==> src/rtl/crc16_arb_pkg.sv <==
// Shared FSM encoding, legal last-word keep codes and keep/mask helpers for the CRC16 frame arbiter.
// Byte 3 (bits 31:24) travels first, so keep bit k guards bits 8k+7:8k.
`timescale 1ns/1ps
package crc16_arb_pkg;

  typedef enum logic [1:0] {IDLE, DATA, DRAIN, GAP} arbState_t;

  localparam logic [3:0] KEEP_1B = 4'h8;
  localparam logic [3:0] KEEP_2B = 4'hC;
  localparam logic [3:0] KEEP_3B = 4'hE;
  localparam logic [3:0] KEEP_4B = 4'hF;

  typedef struct packed {
    logic        nd;
    logic [31:0] data;
    logic [3:0]  keep;
    logic        last;
  } engBeat_t;

  function automatic logic keepIsLegal(input logic [3:0] keep);
    return (keep == KEEP_1B) || (keep == KEEP_2B) || (keep == KEEP_3B) || (keep == KEEP_4B);
  endfunction

  function automatic logic [31:0] keepToMask(input logic [3:0] keep);
    logic [31:0] mask;
    mask = '0;
    for (int k = 0; k < 4; k++) mask[8*k +: 8] = {8{keep[k]}};
    return mask;
  endfunction

endpackage

==> src/rtl/crc16_frame_arbiter_rr.sv <==
// Combinational round-robin pick: first set request at or after ptr, wrapping at N_REQ.
// Zero latency; no flow control of its own.
`timescale 1ns/1ps
module rr_arbiter_n #(
  parameter int N_REQ = 4,
  parameter int IDX_W = 2
) (
  input  logic [N_REQ-1:0] req,
  input  logic [IDX_W-1:0] ptr,
  output logic [IDX_W-1:0] grantIdx,
  output logic             anyReq
);

  // Walk offsets from farthest to nearest so the nearest hit is written last and wins.
  always_comb begin
    grantIdx = '0;
    anyReq   = 1'b0;
    for (int i = N_REQ - 1; i >= 0; i--) begin
      for (int j = 0; j < N_REQ; j++) begin
        if (req[j] && (j == (int'(ptr) + i) % N_REQ)) begin
          grantIdx = IDX_W'(j);
          anyReq   = 1'b1;
        end
      end
    end
  end

endmodule

==> src/rtl/crc16_frame_arbiter.sv <==
// Whole-frame round-robin feed for one CRC16 engine; an accepted beat appears on Din one cycle later.
// ReqReady is decoded from state only: granted source only, high in DATA/DRAIN, low in IDLE/GAP.
`timescale 1ns/1ps
module crc16_frame_arbiter
  import crc16_arb_pkg::*;
#(
  parameter int N_REQ      = 4,
  parameter int IDX_W      = 2,
  parameter int GAP_CYCLES = 5,
  parameter int MAX_WORDS  = 256
) (
  input  logic                clk,
  input  logic                Rst,
  input  logic [N_REQ-1:0]    ReqValid,
  output logic [N_REQ-1:0]    ReqReady,
  input  logic [32*N_REQ-1:0] ReqData,
  input  logic [4*N_REQ-1:0]  ReqKeep,
  input  logic [N_REQ-1:0]    ReqLast,
  input  logic                CfgFlagTR,
  input  logic [15:0]         CfgRegIni,
  output logic                SyncIn,
  output logic                DinNd,
  output logic [31:0]         Din,
  output logic [3:0]          DinKeep,
  output logic                DinLast,
  output logic                FlagTR,
  output logic [15:0]         RegIni,
  output logic [IDX_W-1:0]    GrantIdx,
  output logic                Busy,
  output logic                ErrKeep,
  output logic                ErrOverlen
);

  localparam int CNT_W = $clog2(MAX_WORDS + 1);
  localparam int GAP_W = $clog2(GAP_CYCLES + 1);

  arbState_t        state, stateNext;
  logic [IDX_W-1:0] ptr, ptrNext, grantNext, rrGrant;
  logic             rrAny;
  logic [CNT_W-1:0] wordCnt, wordCntNext;
  logic [GAP_W-1:0] gapCnt, gapCntNext;
  logic             flagNext;
  logic [15:0]      regIniNext;
  engBeat_t         beat, beatNext;
  logic             syncNext, errKeepNext, errOverNext;
  logic [31:0]      selData;
  logic [3:0]       selKeep, effKeep;
  logic             selValid, selLast, accept, portOpen;

  rr_arbiter_n #(.N_REQ(N_REQ), .IDX_W(IDX_W)) uRr (
    .req      (ReqValid),
    .ptr      (ptr),
    .grantIdx (rrGrant),
    .anyReq   (rrAny)
  );

  assign portOpen = (state == DATA) || (state == DRAIN);
  assign Busy     = (state != IDLE);

  always_comb begin
    selData  = '0;
    selKeep  = '0;
    selValid = 1'b0;
    selLast  = 1'b0;
    ReqReady = '0;
    for (int i = 0; i < N_REQ; i++) begin
      if (GrantIdx == IDX_W'(i)) begin
        selData     = ReqData[32*i +: 32];
        selKeep     = ReqKeep[4*i +: 4];
        selValid    = ReqValid[i];
        selLast     = ReqLast[i];
        ReqReady[i] = portOpen;
      end
    end
  end

  assign accept = selValid && portOpen;

  always_comb begin
    stateNext   = state;
    ptrNext     = ptr;
    grantNext   = GrantIdx;
    wordCntNext = wordCnt;
    gapCntNext  = gapCnt;
    flagNext    = FlagTR;
    regIniNext  = RegIni;
    beatNext    = '0;
    syncNext    = 1'b0;
    errKeepNext = 1'b0;
    errOverNext = 1'b0;
    effKeep     = KEEP_4B;
    case (state)
      IDLE: begin
        wordCntNext = '0;
        if (rrAny) begin
          grantNext  = rrGrant;
          flagNext   = CfgFlagTR;
          regIniNext = CfgRegIni;
          ptrNext    = (rrGrant == IDX_W'(N_REQ - 1)) ? '0 : rrGrant + 1'b1;
          syncNext   = 1'b1;
          stateNext  = DATA;
        end
      end
      DATA: begin
        if (accept) begin
          wordCntNext = wordCnt + 1'b1;
          beatNext.nd = 1'b1;
          if (selLast) begin
            if (keepIsLegal(selKeep)) effKeep = selKeep;
            else                      errKeepNext = 1'b1;
            beatNext.last = 1'b1;
            stateNext     = GAP;
            gapCntNext    = GAP_W'(GAP_CYCLES);
          end else if (wordCnt == CNT_W'(MAX_WORDS - 1)) begin
            // Truncate: close the frame towards the engine, swallow the rest of the source frame.
            beatNext.last = 1'b1;
            errOverNext   = 1'b1;
            stateNext     = DRAIN;
          end
          beatNext.data = selData & keepToMask(effKeep);
          beatNext.keep = effKeep;
        end
      end
      DRAIN: begin
        if (accept && selLast) begin
          stateNext  = GAP;
          gapCntNext = GAP_W'(GAP_CYCLES);
        end
      end
      GAP: begin
        wordCntNext = '0;
        if (gapCnt == '0) stateNext  = IDLE;
        else              gapCntNext = gapCnt - 1'b1;
      end
      default: stateNext = IDLE;
    endcase
  end

  always_ff @(posedge clk or negedge Rst) begin
    if (!Rst) begin
      state      <= IDLE;
      ptr        <= '0;
      GrantIdx   <= '0;
      wordCnt    <= '0;
      gapCnt     <= '0;
      FlagTR     <= 1'b1;
      RegIni     <= 16'hFFFF;
      beat       <= '0;
      SyncIn     <= 1'b0;
      ErrKeep    <= 1'b0;
      ErrOverlen <= 1'b0;
    end else begin
      state      <= stateNext;
      ptr        <= ptrNext;
      GrantIdx   <= grantNext;
      wordCnt    <= wordCntNext;
      gapCnt     <= gapCntNext;
      FlagTR     <= flagNext;
      RegIni     <= regIniNext;
      beat       <= beatNext;
      SyncIn     <= syncNext;
      ErrKeep    <= errKeepNext;
      ErrOverlen <= errOverNext;
    end
  end

  assign DinNd   = beat.nd;
  assign Din     = beat.data;
  assign DinKeep = beat.keep;
  assign DinLast = beat.last;

endmodule

==> config.mk <==
export PLATFORM = sky130hd
export DESIGN_NAME = crc16_frame_arbiter
export DESIGN_NICKNAME = d
export VERILOG_FILES = /design/src/rtl/crc16_arb_pkg.sv /design/src/rtl/crc16_frame_arbiter_rr.sv /design/src/rtl/crc16_frame_arbiter.sv
export SDC_FILE = /design/constraint.sdc
export NUM_CORES = 1
export LEC_CHECK = 0
export BUFFER_PORTS_ARGS = -buffer_cell sky130_fd_sc_hd__clkbuf_2
export CORE_MARGIN = 8
export CORE_UTILIZATION = 46
export CTS_BUF_LIST = sky130_fd_sc_hd__clkbuf_8
export DETAILED_ROUTE_END_ITERATION = 12
export PLACE_DENSITY = 0.83
export RECOVER_POWER = 50
export SLEW_MARGIN = 20
export SYNTH_ARGS = -nofsm -noshare
export SYNTH_HDL_FRONTEND = slang
export SYNTH_SLANG_ARGS = --single-unit
export TNS_END_PERCENT = 20
==> constraint.sdc <==
create_clock -name clk -period 3.3 [get_ports clk]
set_clock_uncertainty 0.05 [all_clocks]
set_input_delay 0.33 -clock clk [delete_from_list [all_inputs] [get_ports clk]]
set_output_delay 0.33 -clock clk [all_outputs]
set_load 0.02 [all_outputs]
Word-level counts from Yosys, hierarchy flattened
Cells that the tools add are included.

operators by class
  multiplexer cells = 83
  shifts and indexed selects = 0
  add/sub/neg operators = 6
  $mul = 0
  order comparisons = 0
  div/mod/pow operators = 0
  bitwise gates (word level) = 4
  equal/unequal tests = 31
  reduce and logical (&&, ||, !) cells = 40

operators with widths
  kind                                                                    number
  32-bit zero test                                                        4
  32-bit two-way mux                                                      4
  38-bit two-way mux                                                      2
  2-bit two-way mux                                                       21
  1-bit two-way mux                                                       40
  32-bit bitwise AND                                                      1
  4-bit two-way mux                                                       8
  3-bit equality test (first input constant)                              6
  1-bit logical AND                                                       18
  9-bit one-hot mux with 2 select lines                                   1
  4-bit equality test (second input constant)                             4
  3-bit two-way mux                                                       4
  2-bit equality test (second input constant)                             5
  2-bit inequality test (second input constant)                           5
  5-bit AND reduction                                                     2
  9-bit by 1-bit adder with 9-bit output (second input constant)          1
  2-bit by 3-bit equality test with 1-bit output (first input constant)   3
  9-bit by 8-bit equality test with 1-bit output (second input constant)  1
  9-bit two-way mux                                                       1
  3-bit one-hot mux with 3 select lines                                   1
  2-bit one-hot mux with 4 select lines                                   1
  2-bit OR reduction                                                      4
  2-bit by 1-bit adder with 2-bit output (second input constant)          2
  2-bit adder (second input constant)                                     2
  other kinds (13)                                                        23

word-level totals
  memory bits (writable) = 0
  latch bits = 0
  output and inout port bits = 65
  register bits = 76
  word-level logic and storage cells = 178
  memories = 0
  ROM bits = 0
  input port bits = 171

Longest topological paths before layout
Gate-level depths: netlist (run 1).

  word-level depth = 23
  gate-level depth with buffers = 9
  gate-level depth less buffers = 9

Cells and area by module
From an unflattened synthesis (run 1), not the netlist that was laid out.

unflattened totals
  cell total of the unflattened synthesis = 300
  area, all modules = 4067.7 um2

by module, submodules not included
  module               instances  cells each  area an instance (um2)
  crc16_frame_arbiter  1          289         3998.8
  rr_arbiter_n         1          11          68.8

Worst setup path after synthesis (run 1)
No wires, ideal clock.

  kind = register to register
  start point = register wordCnt[0]
  end point = register state[1]
  path slack = 1.020 ns
  data required time = 3.125 ns
  cell stages (with the launch flop) = 10
  clock period less this slack = 2.280 ns
  arrival = 2.105 ns
  cells stage by stage = dfrtp_1 > ha_1 > and3_1 > and3_1 > and3_1 > ha_1 > nor3b_1 > a2bb2oi_1 > a21o_1 > mux2_2

between the ends
  cells in the longest elaborated chain, start to end = 3

ends and longest elaborated chain
  what                                                               RTL line                    text
  start, declared                                                    crc16_frame_arbiter.sv:40   logic [CNT_W-1:0] wordCnt, wordCntNext;
  start signal, assigned                                             crc16_frame_arbiter.sv:156  wordCnt <= wordCntNext;
  9-bit by 8-bit equality test with 1-bit output                     crc16_frame_arbiter.sv:114  end else if (wordCnt == CNT_W'(MAX_WORDS - 1)) begin
  3-bit by 2-bit inequality test with 1-bit output (no source line)  n/a
  5-bit AND reduction (no source line)                               n/a
  end signal, assigned                                               crc16_frame_arbiter.sv:153  state <= stateNext;
  end, declared                                                      crc16_frame_arbiter.sv:37   arbState_t state, stateNext;

Every way passes these cells.
A chain may end at the register's enable or synchronous reset.

Worst setup path in the final report (run 1)
Ends and elaborated chain as after synthesis.

==> flow_summary.yaml, run 1 <==
outcome:
  status: "complete, but fails checks"
  violations: "max-capacitance violations, max-slew violations"
critical_path:
  crit_chain: "ha_1 > and3_1 > and3_1 > and3_1 > ha_1 > nor3b_1 > a2bb2oi_1 > a21o_1 > mux2_2"
  end_kind: "register"
  cp_common_cell: "and3_1"
  arrival_ns: 2.73
  worst-setup-path-type: "reg -> reg"
  worstPathMaxFanout: 5
  critical-path-max-stage-delay_ns: 0.42
  worst_setup_path_start_kind: "register"
  cp.required_ns: 3.48
  cp_slowest_cell: "dfrtp_1"
  reg2reg_slack_ns: 0.75
yosys:
  synth_top_area_share_pct: 36.3
  syn_nets: 481
  synth_area_per_cell_um2: 13.5
  ys_top_cells_by_area: "dfrtp_1 (36%), mux4_2 (20%), dfstp_2 (11%), mux2_2 (5.8%), nor2b_1 (4.3%)"
  yosys.area.top_type: "dfrtp_1"
  syn_area_um2: 4070
  syn_inst: 302
  ys_ff_latch: 76
  synthFlopType: "dfrtp_1"
  yosysUniqueCellTypes: 46
  yosysSeqAreaShare_pct: 47.2
  yosysWarnings: 0
  async_reset_ff_share_pct: 100
  synth_edf_count: 0
global_route:
  grt_max_degree: 77
  antenna_found_initial: 1
  grt_overflow: 0
  grt_pass1_wl_um: 19400
  grt_pass1_vias: 4013
  track_usage_pct: 20.8
timing:
  post-route-period-util_pct: 77.3
  rsz0062_at_grt: "false"
  fin_hold_ws_ns: 0.164
  hold_viol: 0
  fmax_mhz: 392
  timing_worst_slew_pin_value_ns: 1.82
  slew_headroom_pct: -21.6
  slew_violations: 77
  setup_viol: 0
  period_needed_ns: 2.55
  setup_tns_ns: 0
cells_and_area:
  syn2layout_area_growth_pct: 34.5
  fin_nets: 714
  final_common_cell: "clkbuf_2"
  most-common-layout-cells: "clkbuf_2 (203), dfrtp_1 (57), mux4_2 (37), clkbuf_1 (32), nor2b_1 (28)"
  antenna_cells: 0
  regArea_um2: 1930
  layout-drive-gt1-share_pct: 57.0
  multiInputGateArea_um2: 2010
  fillCellCount: 712
floorplan:
  rows: 34
  die_h_um: 110
  start_util_pct: 47.1
  top_level_ports: 236
  die_width_um: 110
  coreArea_um2: 8640
  dieArea_um2: 12100
routing:
  drc: 0
  antenna_left: 0
  vias_per_cell: 5.28
  drtIter0Drc: 194
  drt_wl_total_um: 12700
  post_drt_wl_per_cell_um: 19.5
  dr.pass1.iters: 5
  vias: 3420
clock_network:
  postCtsSetupBuffers: 0
  cts.sinks: 76
  cts_resized: 0
  clk_pin_slew_ns: 0.08
  clk_latency_ns: 0.34
  clockBufferDepth: 2
  cts_tree: "done"
  h-tree-depth: 3
  numCtsBuffers: 9
  cts-root-buf: "clkbuf_8"
  cts_hold_buf: 0
power:
  pwr_density_cell_nw_per_um2: 824
  power.leakage_nw: 2.73
  p_comb_share_pct: 51.5
  power_frac_clock_pct: 15.3
  vdd.ir_drop.worst_mv: 0.574
  p_sw_share_pct: 39.9
  seq_power_share_pct: 33.1
  p_int_mw: 2.71
  p_switching_mw: 1.80
min_path:
  hp-class: "in -> reg"
flow_run:
  cap_violations: 1
place:
  gp_congestion: 0.939
  io_buffers: 235
  hpwlAfterDp_um: 10500
==> critical path: cells and delay by family, from the launching register on <==
family,cells,cell delay [ns]
flip-flops,1,0.42
adder cells (fa/ha/maj),2,0.45
multiplexers,1,0.34
AO/OA/AOI/OAI,2,0.41
AND/OR/NAND/NOR,4,0.77
==> area by class of cell <==
type | count | share of cell area (%)
clock buffer | 9 | 2.26
clock inverter | 7 | 1.23
inverter | 15 | 1.07
multi-input combinational | 195 | 36.6
sequential | 76 | 35.2
tap | 108 | 2.47
timing repair buffer | 238 | 21.2
==> metal layers <==
| layer | vias up | routed length [um] | GRT usage (%) |
|---|---|---|---|
| met5 | - | 11 | 0 |
| met4 | 2 | 222 | 6.46 |
| met3 | 19 | 1270 | 7.33 |
| met1 | 1654 | 4600 | 24.3 |
| li1 | 1576 | - | - |
| met2 | 169 | 6560 | 35.1 |
==> synth_stat cells, drive strengths merged (3+ instances only) <==
cell	n
o21ai	7
and2	9
buf	11
clkbuf	5
nor2b	28
mux4	38
a21oi	11
nand2	13
and3	4
dfstp	17
ha	8
mux2	21
a21o	4
a31oi	4
nand2b	8
nor3b	3
dfrtp	59
nor2	12
inv	15
==> registers in the layout (all words and copies together), names as in the netlist <==
register    count
ErrOverlen      1
ptr             2
wordCnt         9
Din            32
GrantIdx        2
DinKeep         4
ErrKeep         1
gapCnt          3
state           2
DinNd           1
RegIni         16
DinLast         1
FlagTR          1
SyncIn          1
==> per-stage QoR <==
stage | setup WS, ns | utilization, % | std cells | instance area (um2) | total power [mW]
floorplan | 1.02 | - | 302 | 4070 | 3.23
global placement | 0.932 | 61.7 | 632 | 5330 | 3.80
CTS | 0.773 | 63.9 | 648 | 5520 | 4.60
detailed placement | 0.803 | 61.7 | 632 | 5330 | 3.89
finish | 0.748 | 63.4 | 648 | 5480 | 4.51
global route | 0.615 | 63.4 | 648 | 5480 | 4.82
==> kinds of logic (layout without fill, tap and decap cells) <==
| family | after synthesis | after routing | synth area share (%) |
|---|---|---|---|
| adders and majority gates | 8 | 8 | 2.46 |
| AOI/OAI and AO/OA | 41 | 41 | 7.22 |
| buffers and inverters | 31 | 269 | 3.50 |
| muxes | 61 | 61 | 27.4 |
| and+or+nand+nor | 85 | 85 | 12.2 |
| DFF | 76 | 76 | 47.2 |
==> power by group through the flow <==
stage / clock network [mW] / logic [mW] / registers [mW]
after floorplan: 0 / 1.52 / 1.72
after global placement: 0 / 2.31 / 1.49
after detailed placement: 0 / 2.38 / 1.51
after CTS: 0.717 / 2.39 / 1.50
after global routing: 0.760 / 2.53 / 1.53
final: 0.692 / 2.33 / 1.49
==> final timing paths <==
check / from / endpoint / depth (start not counted)
max in group asynchronous: Rst / GrantIdx[1] / 1
hold / removal: CfgRegIni[14] / RegIni[14] / 2
setup / recovery: wordCnt[0] / state[1] / 9
setup reg to reg: wordCnt[0] / state[1] / 9
min in group asynchronous: Rst / Din[18] / 1
hold reg to reg: wordCnt[4] / wordCnt[4] / 1
Power figures use the tool's default switching activity.
==> run 2, diff against run 1 <==
- clock period: 3.3 -> 2.4 ns (I/O delays scaled with it)
==> run 2 against run 1 <==
The run now ends clean. Setup slack worse by 0.68 ns. Utilization grew 0.65 points. Wire length is 3.5% higher. Critical path depth unchanged. Sequential share of layout area shrank 0.36 points. Sequential power grew 36%. Critical path type unchanged. Largest cell class unchanged.
==> flow_summary.yaml, run 2 (synthesis gave the netlist of run 1 again) <==
cells_and_area:
  layout-drive-gt1-share_pct: 55.7
  final_common_cell: "clkbuf_2"
  syn2layout_area_growth_pct: 35.9
  antenna_cells: 0
  fin_nets: 725
  most-common-layout-cells: "clkbuf_2 (195), dfrtp_1 (57), clkbuf_1 (43), mux4_2 (37), nor2b_1 (28)"
  post-route-util_pct: 64.1
  largest_register_ffs: 32
power:
  p_int_mw: 3.72
  pwr_density_cell_nw_per_um2: 1120
  power_frac_clock_pct: 14.0
  p_switching_mw: 2.49
  p_comb_share_pct: 53.5
  p_sw_share_pct: 40.1
  power.leakage_nw: 2.75
  vdd.ir_drop.worst_mv: 0.784
  seq_power_share_pct: 32.5
global_route:
  grt_pass1_wl_um: 19800
  track_usage_pct: 21.5
  grt_pass1_vias: 3961
  grt_overflow: 0
  antenna_found_initial: 0
  grt_max_degree: 42
critical_path:
  crit_chain: "ha_2 > and3_1 > and3_1 > and3_1 > ha_2 > nor3b_1 > a2bb2oi_2 > a21o_1 > mux2_2"
  worst_setup_path_start_kind: "register"
  end_kind: "register"
  critical-path-max-stage-delay_ns: 0.39
  cp-startpoint: "wordCnt[0]"
  r2r_end: "state[1]"
  cp.required_ns: 2.58
  arrival_ns: 2.51
  cp_slowest_cell: "dfrtp_1"
  worst-setup-path-type: "reg -> reg"
  crit_family: "simple AND/OR/NAND/NOR gates"
  reg2reg_from: "wordCnt[0]"
  reg2reg_slack_ns: 0.07
  r2r_cells: 9
  cp_common_cell: "and3_1"
  worstPathMaxFanout: 4
  worst-path-buf-inv: 0
clock_network:
  cts_tree: "done"
  cts-root-buf: "clkbuf_8"
  clk_pin_slew_ns: 0.08
  h-tree-depth: 3
  clockBufferDepth: 2
  cts.sinks: 76
  numCtsBuffers: 9
  clk_latency_ns: 0.35
min_path:
  hp-start: "CfgRegIni[14]"
  holdPathStages: 2
  hp-class: "in -> reg"
  min_to: "RegIni[14]"
timing:
  fmax_mhz: 429
  period_needed_ns: 2.33
  setup_viol: 0
  setup_ws_ns: 0.0715
  slew_violations: 0
  post-route-period-util_pct: 97.0
  slew_headroom_pct: 34.3
  timing_worst_slew_pin_value_ns: 0.986
  hold_viol: 0
routing:
  post_drt_wl_per_cell_um: 19.9
  antenna_left: 0
  drt_wl_total_um: 13100
  vias_per_cell: 5.31
  drtIter0Drc: 152
  dr.pass1.iters: 4
  vias: 3497
  drc: 0
flow_run:
  cap_violations: 0
floorplan:
  coreArea_um2: 8640
  start_util_pct: 47.1
  rows: 34
  dieArea_um2: 12100
  die_h_um: 110
  die_width_um: 110
  top_level_ports: 236
outcome:
  status: "completed"
place:
  dp_slack_ns: 0.0247
  hpwlAfterDp_um: 10900
  io_buffers: 235
  gp_congestion: 0.929
[run 2: cell types whose count changed in the layout (fill, tap and decap cells not counted), moves of 2 or more]
cell        change
buf_4           +7
clkbuf_1       +11
clkbuf_2        -8
clkbuf_8        +2
clkinvlp_4      -3
ha_1            -2
ha_2            +2
inv_1           +3
[run 2: how the worst max path moves through the flow]
stage                           to  slack, ns  cells past startpoint
after floorplan           state[1]       0.12                      9
after global placement    state[1]       0.09                      9
after detailed placement  state[1]       0.02                      9
after CTS                 state[1]       0.01                      9
after global routing      state[0]      -0.02                     10
final                     state[1]       0.07                      9
[run 2: power groups by stage]
stage                     Combinational [mW]  Clock (mW)  Sequential [mW]
after floorplan                         2.09           0             2.36
after global placement                  3.29           0             2.02
after detailed placement                3.39           0             2.05
after CTS                               3.40       0.899             2.03
after global routing                    3.60       0.950             2.08
final                                   3.33       0.869             2.02
[run 2: timing repair]
| item | 4_1_cts | 5_1_grt |
|---|---|---|
| setup endpoints to repair | 0 | 1 |
| buffers inserted | 0 | 1 |
| hold buffers | 1 | 0 |
| hold endpoints to repair | 25 | 0 |
| resized for setup | 0 | 3 |
[run 2: layout make-up]
cell class	count	area, um2
well taps	108	135
repair buffers	249	1220
clock buffers	11	151
flip-flops and latches	76	1930
multi-input cells	195	2020
inverters	15	58.8
fillers	744	3100
clock inverters	5	21.3
[run 2: per-stage QoR]
stage	power [mW]	TNS, ns	hold WS [ns]	instance area [um2]	cells
floorplan	4.44	0	-0.106	4070	302
global route	6.63	-0.0350	0.0547	5530	659
global placement	5.32	0	0.193	5390	641
CTS	6.32	0	0.0539	5580	658
detailed placement	5.44	0	0.199	5390	641
finish	6.21	0	0.0672	5530	659
[run 2: layer usage]
layer	global-route usage, %	part of all wire [%]	up-vias
met2	36.4	52	180
met1	25.0	36	1700
met4	7.91	2.1	0
met3	7.09	9.6	17
li1	-	-	1600
met5	0	0	-
[run 2: worst reg2reg max path, cell delays in order, from the launching register on]
cell and delay, ns:
dfrtp_1 0.39, ha_2 0.20, and3_1 0.19, and3_1 0.20
and3_1 0.18, ha_2 0.19, nor3b_1 0.15, a2bb2oi_2 0.18
a21o_1 0.16, mux2_2 0.33
